### src/rtl/mac_pkg.sv
// mac_pkg: shared widths, limits and FSM state for the partial-product accumulator
package mac_pkg;
  localparam int PP_W = 15;
  localparam int EXP_W = 6;
  localparam int QF_W = 5;
  localparam int ACC_W = 19;
  localparam int MAX_TERMS = 16;
  localparam int CNT_W = 5;
  typedef enum logic {IDLE, ACC} state_t;
endpackage

### src/rtl/pp_sat_add.sv
// pp_sat_add: sign-extend a partial product and add it to (or load it into) the accumulator
// Ports: i_acc running sum, i_pp signed partial product, i_load start a new group,
//        i_clamped group already saturated, o_sum next accumulator, o_clamped next sticky flag.
// Build option: PP_ACCUM_SAT_EN clamps on overflow and holds the clamp; otherwise wraps.
module pp_sat_add
  import mac_pkg::*;
#(
  parameter int PP_W = mac_pkg::PP_W,
  parameter int ACC_W = mac_pkg::ACC_W
) (
  input  logic [ACC_W-1:0] i_acc,
  input  logic [PP_W-1:0]  i_pp,
  input  logic             i_load,
  input  logic             i_clamped,
  output logic [ACC_W-1:0] o_sum,
  output logic             o_clamped
);
  logic [ACC_W-1:0] base;
  assign base = i_load ? '0 : i_acc;
`ifdef PP_ACCUM_SAT_EN
  logic [ACC_W:0] wide;
  logic ovf;
  assign wide = {base[ACC_W-1], base} + {{(ACC_W+1-PP_W){i_pp[PP_W-1]}}, i_pp};
  assign ovf = wide[ACC_W] ^ wide[ACC_W-1];
  // once clamped, the group keeps its rail value whatever later beats bring
  assign o_sum = (i_clamped && !i_load) ? i_acc :
                 ovf ? (wide[ACC_W] ? {1'b1, {(ACC_W-1){1'b0}}} : {1'b0, {(ACC_W-1){1'b1}}}) :
                 wide[ACC_W-1:0];
  assign o_clamped = (i_clamped && !i_load) || ovf;
`else
  assign o_sum = base + {{(ACC_W-PP_W){i_pp[PP_W-1]}}, i_pp};
  assign o_clamped = i_clamped & 1'b0;
`endif
endmodule

### src/rtl/pp_accum.sv
// pp_accum: accumulate signed aligned partial products per group and publish the group sum
// Ports: i_clk, i_rst (sync, active-high), i_valid/i_last beat qualifiers, i_align_pp product,
//        i_max_exp/i_Q_frac group tags; o_valid one-cycle result pulse, o_sum, o_max_exp,
//        o_Q_frac, o_count (beats, saturating at 31) held until the next result.
// Build option: PP_ACCUM_SAT_EN selects saturating instead of wrapping accumulation.
module pp_accum
  import mac_pkg::*;
#(
  parameter int PP_W = mac_pkg::PP_W,
  parameter int ACC_W = mac_pkg::ACC_W,
  parameter int MAX_TERMS = mac_pkg::MAX_TERMS
) (
  input  logic             i_clk,
  input  logic             i_rst,
  input  logic             i_valid,
  input  logic [PP_W-1:0]  i_align_pp,
  input  logic             i_last,
  input  logic [EXP_W-1:0] i_max_exp,
  input  logic [QF_W-1:0]  i_Q_frac,
  output logic             o_valid,
  output logic [ACC_W-1:0] o_sum,
  output logic [EXP_W-1:0] o_max_exp,
  output logic [QF_W-1:0]  o_Q_frac,
  output logic [CNT_W-1:0] o_count
);
  if (ACC_W < PP_W + $clog2(MAX_TERMS)) begin : g_width_check
    $error("ACC_W too narrow for MAX_TERMS beats of PP_W");
  end
  state_t state, state_nxt;
  logic [ACC_W-1:0] acc, sum;
  logic [CNT_W-1:0] cnt, cnt_nxt;
  logic [EXP_W-1:0] exp_q, exp_grp;
  logic [QF_W-1:0] qf_q, qf_grp;
  logic clamped, clamped_nxt, load, publish;
  pp_sat_add #(.PP_W(PP_W), .ACC_W(ACC_W)) u_add (
    .i_acc(acc), .i_pp(i_align_pp), .i_load(load), .i_clamped(clamped),
    .o_sum(sum), .o_clamped(clamped_nxt)
  );
  always_ff @(posedge i_clk)
    state <= i_rst ? IDLE : state_nxt;
  always_comb begin
    state_nxt = state;
    if (i_valid) state_nxt = (state == IDLE && !i_last) ? ACC : (i_last ? IDLE : state);
  end
  // the first beat of a group comes from IDLE, so its tags bypass the capture registers
  always_comb begin
    load = state == IDLE;
    publish = i_valid && i_last;
    cnt_nxt = load ? CNT_W'(1) : (&cnt ? cnt : cnt + 1'b1);
    exp_grp = load ? i_max_exp : exp_q;
    qf_grp = load ? i_Q_frac : qf_q;
  end
  always_ff @(posedge i_clk) begin
    if (i_rst) begin
      acc <= '0;
      cnt <= '0;
      exp_q <= '0;
      qf_q <= '0;
      clamped <= 1'b0;
      o_valid <= 1'b0;
      o_sum <= '0;
      o_max_exp <= '0;
      o_Q_frac <= '0;
      o_count <= '0;
    end else begin
      o_valid <= publish;
      if (i_valid) begin
        acc <= sum;
        cnt <= cnt_nxt;
        clamped <= clamped_nxt;
        exp_q <= exp_grp;
        qf_q <= qf_grp;
      end
      if (publish) begin
        o_sum <= sum;
        o_count <= cnt_nxt;
        o_max_exp <= exp_grp;
        o_Q_frac <= qf_grp;
      end
    end
  end
endmodule

### config.mk
export PLATFORM = sky130hd
export DESIGN_NAME = pp_accum
export DESIGN_NICKNAME = d
export VERILOG_FILES = /design/src/rtl/mac_pkg.sv /design/src/rtl/pp_sat_add.sv /design/src/rtl/pp_accum.sv
export SDC_FILE = /design/constraint.sdc
export NUM_CORES = 1
export LEC_CHECK = 0
export CAP_MARGIN = 20
export CORE_MARGIN = 2
export CORE_UTILIZATION = 51
export CTS_CLUSTER_SIZE = 12
export DETAILED_ROUTE_END_ITERATION = 7
export GPL_TIMING_DRIVEN = 0
export PLACE_DENSITY = 0.87
export SLEW_MARGIN = 20
export SYNTH_ARGS = -nofsm -noshare
export SYNTH_HDL_FRONTEND = slang
export SYNTH_SLANG_ARGS = --single-unit
### constraint.sdc
create_clock -name i_clk -period 6.4 [get_ports i_clk]
set_input_delay 0.64 -clock i_clk [delete_from_list [all_inputs] [get_ports i_clk]]
set_output_delay 0.64 -clock i_clk [all_outputs]
set_load 0.02 [all_outputs]
==> metrics.txt <==
Worst R2R Start state; Worst VDD drop 0.000157 V; Mapped Area 3840 µm²; port buffer count 65; Slew @ Worst Pin 0.914 ns; Worst-path clk slew 0.08 ns; CTS Buf Count 9; area of the die 8240 µm²; async set-reset flop share out of synthesis 0%; CTS tree done; CP Capture Type flip-flop; sequential share of the synthesized area 37.5%; largest net degree at the start of global routing 14; dpl hpwl 7360 µm; Synth area leaders dfxtp_1 (38%), ha_1 (6.2%), nand2_1 (6.1%); CP cell instances clkbuf_1, buf_1, clkbuf_1, and2_1, ha_1, inv_1, fa_1, nand2b_1, a21o_1, a2111oi_4, o211a_1, o21ai_0, a32o_1; final hold violation count 0; min-delay worst type reg2reg; Synth Area in XOR/XNOR 2.74%; die height 90.8 µm; Syn Inst Count 440; top cells by count, synth dfxtp_1 (72), nand2_1 (62), a21oi_1 (30); Syn. warnings 0; total vias in the final route 3641; multiplexer area fraction after synthesis 5.24%; fin crit share 61.5%; Min Hold Slack 0.459 ns; H-tree depth 3; Max stage delay on crit path 0.52 ns; Worst-Skew Late Latency 0.36 ns; worst reg2reg setup slack 2.46 ns; pwr dens 217 nW/µm²; required time of the critical path 6.65 ns; Initial DRC Count 180; Hold-fix buffers, CTS 0; largest family of logic cells by synthesized area compound AO/OA/AOI/OAI gates; RSZ-0062 raised after global routing false; Worst R2R Path Depth 13; drt drc 0; Setup CP Type reg2reg; die width 90.8 µm; Critical Path AT 4.19 ns; final wirelength 10400 µm; count leader, synth dfxtp_1; maximum clock insertion buffer count 2; fmax 254 MHz; routed vias/inst 5.87; post_cts resized 0; Slew headroom 39.1%; status complete, no violations; Max Cap Violations 0; Yosys top cell area share 37.5%; Top Ports 66; first-pass GRT wire length 16700 µm; CP Launch Point state; Site Rows 31; Post-Synth Simple-Gate Area 21.9%; # nets final 566; Post-Syn Area per Cell 8.73 µm²; Root Buffer clkbuf_8; vias in the first global route 3536; Placeable Area 7290 µm²; Sink Count 72; n_diodes 0; gr ovfl total 0; Unique masters post-synth 61; share of cells above drive strength 1 6.91%; Clock Skews 0.00966 ns; crit path capture o_sum[16]; total nets after synthesis 490; initial core utilization 52.7%; RR Endpoint o_sum[16]; Top FF cell, synth dfxtp_1; post-synthesis adder-cell area fraction 6.71%; initial antenna violation count 0; GRT Util Overall 25.0%; number of synthesized flops with an enable pin 0; Tmin final 3.94 ns; Post-CTS Setup Inserts 0; drt pass-1 iters 5; CP Launch Type flip-flop; cell taking the most area after synthesis dfxtp_1; sum of negative setup slack 0 ns; register bit total from synthesis 72; Worst path most repeated cell clkbuf_1; final setup fails 0; fraction of the mapped netlist area in compound gates 22.0%; critical path fanouts, max 10; CP max-delay cell buf_1; Routed wire per std cell 16.8 µm; Leak 1.93 nW; ANT nets after route 0; placer congestion estimate 0.909; Area growth, synth to finish 25.3%; Slew Viols, Final 0
-- layout make-up --
type | instances | area (µm²)
Buffer | 27 | 134
Clock inverter | 6 | 68.8
Timing Repair Buffer | 65 | 651
Clock buffer | 10 | 128
Tap cell | 99 | 124
Sequential cell | 72 | 1440
Multi-Input combinational cell | 337 | 2250
Fill cell | 609 | 2480
Inverter | 4 | 15.0
-- cell families (layout without fill, tap and decap cells) --
family / count (synthesis) / in the layout
compound gates: 121 / 121
xor+xnor: 12 / 12
fa+ha+maj: 20 / 20
buf+inv: 31 / 112
flops: 72 / 72
mux: 20 / 20
simple gates: 164 / 164
-- worst min-delay path by stage --
stage | from | to | slack [ns] | cells past startpoint
floorplan | exp_q[0] | exp_q[0] | 0.44 | 2
global placement | o_max_exp[5] | o_max_exp[5] | 0.43 | 2
detailed placement | o_max_exp[2] | o_max_exp[2] | 0.45 | 2
CTS | exp_q[4] | exp_q[4] | 0.46 | 2
global route | exp_q[4] | exp_q[4] | 0.47 | 2
finish | exp_q[4] | exp_q[4] | 0.46 | 2
-- flip-flops by register name (all words and copies together), names as in the netlist --
name	cells
qf_q	5
o_max_exp	6
state	1
o_valid	1
acc	19
cnt	5
exp_q	6
o_sum	19
o_count	5
o_Q_frac	5
-- worst max-delay path: cells and delay by family, from the launching register on --
| kind | cells | cell delay [ns] |
|---|---|---|
| fa+ha+maj | 2 | 0.57 |
| simple gates | 2 | 0.39 |
| compound gates | 5 | 1.27 |
| buf+inv | 4 | 1.28 |
| flops | 1 | 0.31 |
-- routing by layer --
layer / vias up / global-route usage (%) / part of all wire [%]
met3: 27 / 5.59 / 5.9
li1: 1735 / - / -
met1: 1739 / 30.5 / 43
met4: 0 / 8.96 / 2.2
met2: 140 / 43.3 / 49
met5: - / 0 / 0
-- metrics by stage --
step	instances	power (mW)	setup WS, ns	utilization (%)	area, µm²
finish	620	1.05	2.46	66.0	4810
global route	620	1.08	2.20	66.0	4810
CTS	620	1.05	2.46	66.0	4810
detailed placement	604	0.688	2.46	63.3	4620
global placement	604	0.680	2.54	63.3	4620
floorplan	440	0.612	3.20	-	3840
-- layout by cell type (no fill, tap or decap), types with 7 or more instances in the layout --
cell type	n
dfxtp_1	72
ha_1	19
clkbuf_8	10
and2_1	18
clkbuf_1	20
nor2_1	19
o211ai_1	7
mux2i_1	19
a21oi_1	30
nand2_1	62
o21ai_0	23
clkdlybuf4s50_1	65
nand2b_1	14
a22o_1	7
nand3_1	14
or3_1	7
a21o_1	11
-- report_power, final --
group          switching (mW)  internal, mW  total, mW  leakage (nW)
sequential             0.0137         0.473      0.487         0.590
clock                   0.183         0.182      0.366        0.0968
combinational           0.108        0.0858      0.194          1.24
Note: power is estimated with default switching activity, not from simulation.
==> RTL change: new RTL, same settings <==
The package constant `EXP_W` goes from 6 to 12.
--- a/src/rtl/mac_pkg.sv
+++ b/src/rtl/mac_pkg.sv
@@ -1,7 +1,7 @@
 // mac_pkg: shared widths, limits and FSM state for the partial-product accumulator
 package mac_pkg;
   localparam int PP_W = 15;
-  localparam int EXP_W = 6;
+  localparam int EXP_W = 12;
   localparam int QF_W = 5;
   localparam int ACC_W = 19;
   localparam int MAX_TERMS = 16;
Interface: changed (resized i_max_exp and o_max_exp); port bits go from 66 to 78. The function was not compared with the original's and may differ.
==> RTL change against the unedited design <==
  * Critical endpoint is now acc[18]$_SDFFE_PP0P_
  * Utilization decreased by 0.49 points
  * Synthesized area grew 11%
  * Synthesized cell count is 12% higher
  * Power is 11% higher
  * Sequential cell count up 12
  * Largest power group unchanged
  * Cell count up 11%
  * Worst setup slack gained 0.26 ns
  * Via count is 11% higher
  * Routed wire length is 11% higher
  * Non-clock buffer count is 16 higher
  * Final area increased by 11%
==> RTL change: results (changes against the unedited design) <==
The relative area of clock buffers and inverters in the final design came out at 3.55% (-0.54 points). The share of synthesized area occupied by flip-flops and latches was 39.6% (+2.1 points). The combined global-route utilization of all metal layers came out at 26.4% (+1.3 points). The count of vias placed by the detailed router is 4025 (+11%).

The tightest hold margin came out at 0.462 ns (+0.00218 ns). The sequential cell area share is 31.6% (+1.6 points). By area the synthesized netlist is led by sky130_fd_sc_hd__dfxtp_1 (40%), sky130_fd_sc_hd__nand2_1 (7.0%), sky130_fd_sc_hd__mux2i_1 (6.1%), sky130_fd_sc_hd__ha_1 (5.6%), sky130_fd_sc_hd__a21oi_1 (4.2%). The register-to-register path setup slack came out at 2.73 ns (+0.26 ns). The pin slew with the least headroom to its limit was 0.740 ns (-0.173 ns).

The worst clock skew on the final layout came to 0.0120 ns (+0.00233 ns). In this run the critical register-to-register path is captured at acc[18]$_SDFFE_PP0P_. The path depth of the worst reg2reg path is 12 (-1). The leakage power of the design is 2.11 nW (+9.4%). The clock-pin transition on the worst setup and hold timing paths came to 0.10 ns (+0.02 ns). The pre-CTS setup slack is 2.79 ns (+0.330 ns). The peak ir drop on the vdd network was 0.167 mV (+6.6%). The global-route wire length before repair came to 18500 um (+11%).

The path with the worst hold slack has its endpoint at o_count[0]$_SDFFE_PP0P_. The count of buffers from port buffering is 76 (+17%). The wire length on met1 is 4800 um (+7.9%).

The total area of multi-input combinational cells is 2430 um2 (+7.8%). The cell depth of the worst min-delay path is 1 (-1). The run finished with clean final reports. The routing usage on met2 came to 42.8% (-0.51 points). The number of global-route vias before repair was 3940 (+11%). The switching fraction of total power is 31.1% (+1.9 points).

The multi-input gate count is 373 (+11%). The number of violations reported at the end of detailed-routing iteration 0 came out at 265 (+47%). The synthesized netlist net count came out at 549 (+12%).

The detailed route wirelength on metal2 came out at 5460 um (+6.7%). The met3 usage in global routing is 6.17% (+0.57 points). The post-layout net count came out at 636 (+12%).

The distinct cell type count of the synthesized netlist came out at 54 (-11%). In this run the worst hold path is classified as flip-flop to flip-flop. The arrival time reported for the critical path endpoint is 3.95 ns (-0.24 ns). The number of buffers outside the clock class in the layout is 108 (+17%). The flip-flop and latch count after synthesis came to 84 (+17%). The met1 layer usage reported by global route was 32.5% (+2.1 points). The post-detailed-placement half-perimeter wirelength is 8320 um (+13%). The total length of routed wires was 11600 um (+11%). In this run the most critical hold path is launched from o_count[0]$_SDFFE_PP0P_. The largest net degree at the start of global routing came out at 18 (+4).

The commonest cells after synthesis are sky130_fd_sc_hd__dfxtp_1 (84), sky130_fd_sc_hd__nand2_1 (79), sky130_fd_sc_hd__a21oi_1 (36). The area share of buffers outside the clock network came to 16.6% (+0.30 points). The fill cell instance count of the final layout is 655 (+7.6%). The routed wire length on met3 came out at 898 um (+45%). The fraction of final layout cells sized beyond drive strength 1 is 5.64% (-1.3 points).
## RTL change: cell count changes after synthesis, moves of 2 or more
cell                       before  now
sky130_fd_sc_hd__a21oi_1       30   36
sky130_fd_sc_hd__buf_2          0    3
sky130_fd_sc_hd__buf_4          2    0
sky130_fd_sc_hd__buf_6          2    0
sky130_fd_sc_hd__clkbuf_1      19   26
sky130_fd_sc_hd__dfxtp_1       72   84
sky130_fd_sc_hd__mux2i_1       19   26
sky130_fd_sc_hd__nand2_1       62   79
sky130_fd_sc_hd__nor2_1        19   21
sky130_fd_sc_hd__o21ai_0       23   31
sky130_fd_sc_hd__o21ai_1        5    3
## RTL change: worst max path at each step
stage	start	to	slack, ns	cells after the start
2_1_floorplan	state$_SDFFE_PP0P_	o_sum[16]$_SDFFE_PP0P_	3.47	12
3_3_place_gp	state$_SDFFE_PP0P_	o_sum[16]$_SDFFE_PP0P_	2.83	12
3_5_place_dp	state$_SDFFE_PP0P_	acc[18]$_SDFFE_PP0P_	2.79	12
4_1_cts	state$_SDFFE_PP0P_	acc[18]$_SDFFE_PP0P_	2.77	12
5_1_grt	state$_SDFFE_PP0P_	acc[18]$_SDFFE_PP0P_	2.49	12
6_report	state$_SDFFE_PP0P_	acc[18]$_SDFFE_PP0P_	2.73	12
## RTL change: cells by family after synthesis
family	count (synthesis)	synth area share, %
AOI/OAI and AO/OA	132	21.0
xor gates and xnor gates	12	2.47
adders and majority gates	20	6.07
buffers and inverters	36	3.27
DFF	84	39.6
muxes	27	6.39
and+or+nand+nor	182	21.2
## RTL change: worst max-delay path, stage by stage (launching register included)
cell and delay (ns):
sky130_fd_sc_hd__dfxtp_1 0.35, sky130_fd_sc_hd__clkbuf_1 0.38, sky130_fd_sc_hd__clkbuf_1 0.49, sky130_fd_sc_hd__and2_1 0.22, sky130_fd_sc_hd__ha_1 0.16, sky130_fd_sc_hd__inv_1 0.06, sky130_fd_sc_hd__fa_1 0.40, sky130_fd_sc_hd__nand2b_1 0.19
sky130_fd_sc_hd__a21o_1 0.22, sky130_fd_sc_hd__a2111oi_2 0.48, sky130_fd_sc_hd__o211a_1 0.29, sky130_fd_sc_hd__o21ai_1 0.08, sky130_fd_sc_hd__a311oi_1 0.28
## RTL change: power by group through the flow
stage | clock [mW] | combinational, mW | sequential [mW]
global placement | 0 | 0.204 | 0.578
global route | 0.398 | 0.232 | 0.571
detailed placement | 0 | 0.210 | 0.580
finish | 0.376 | 0.213 | 0.568
floorplan | 0 | 0.110 | 0.593
CTS | 0.375 | 0.211 | 0.568
## RTL change: through the flow
stage	instance area [um2]	instances	utilization, %
finish	5330	690	65.5
global route	5330	690	65.5
CTS	5330	690	65.5
detailed placement	5140	674	63.2
global placement	5140	674	63.2
floorplan	4250	493	-
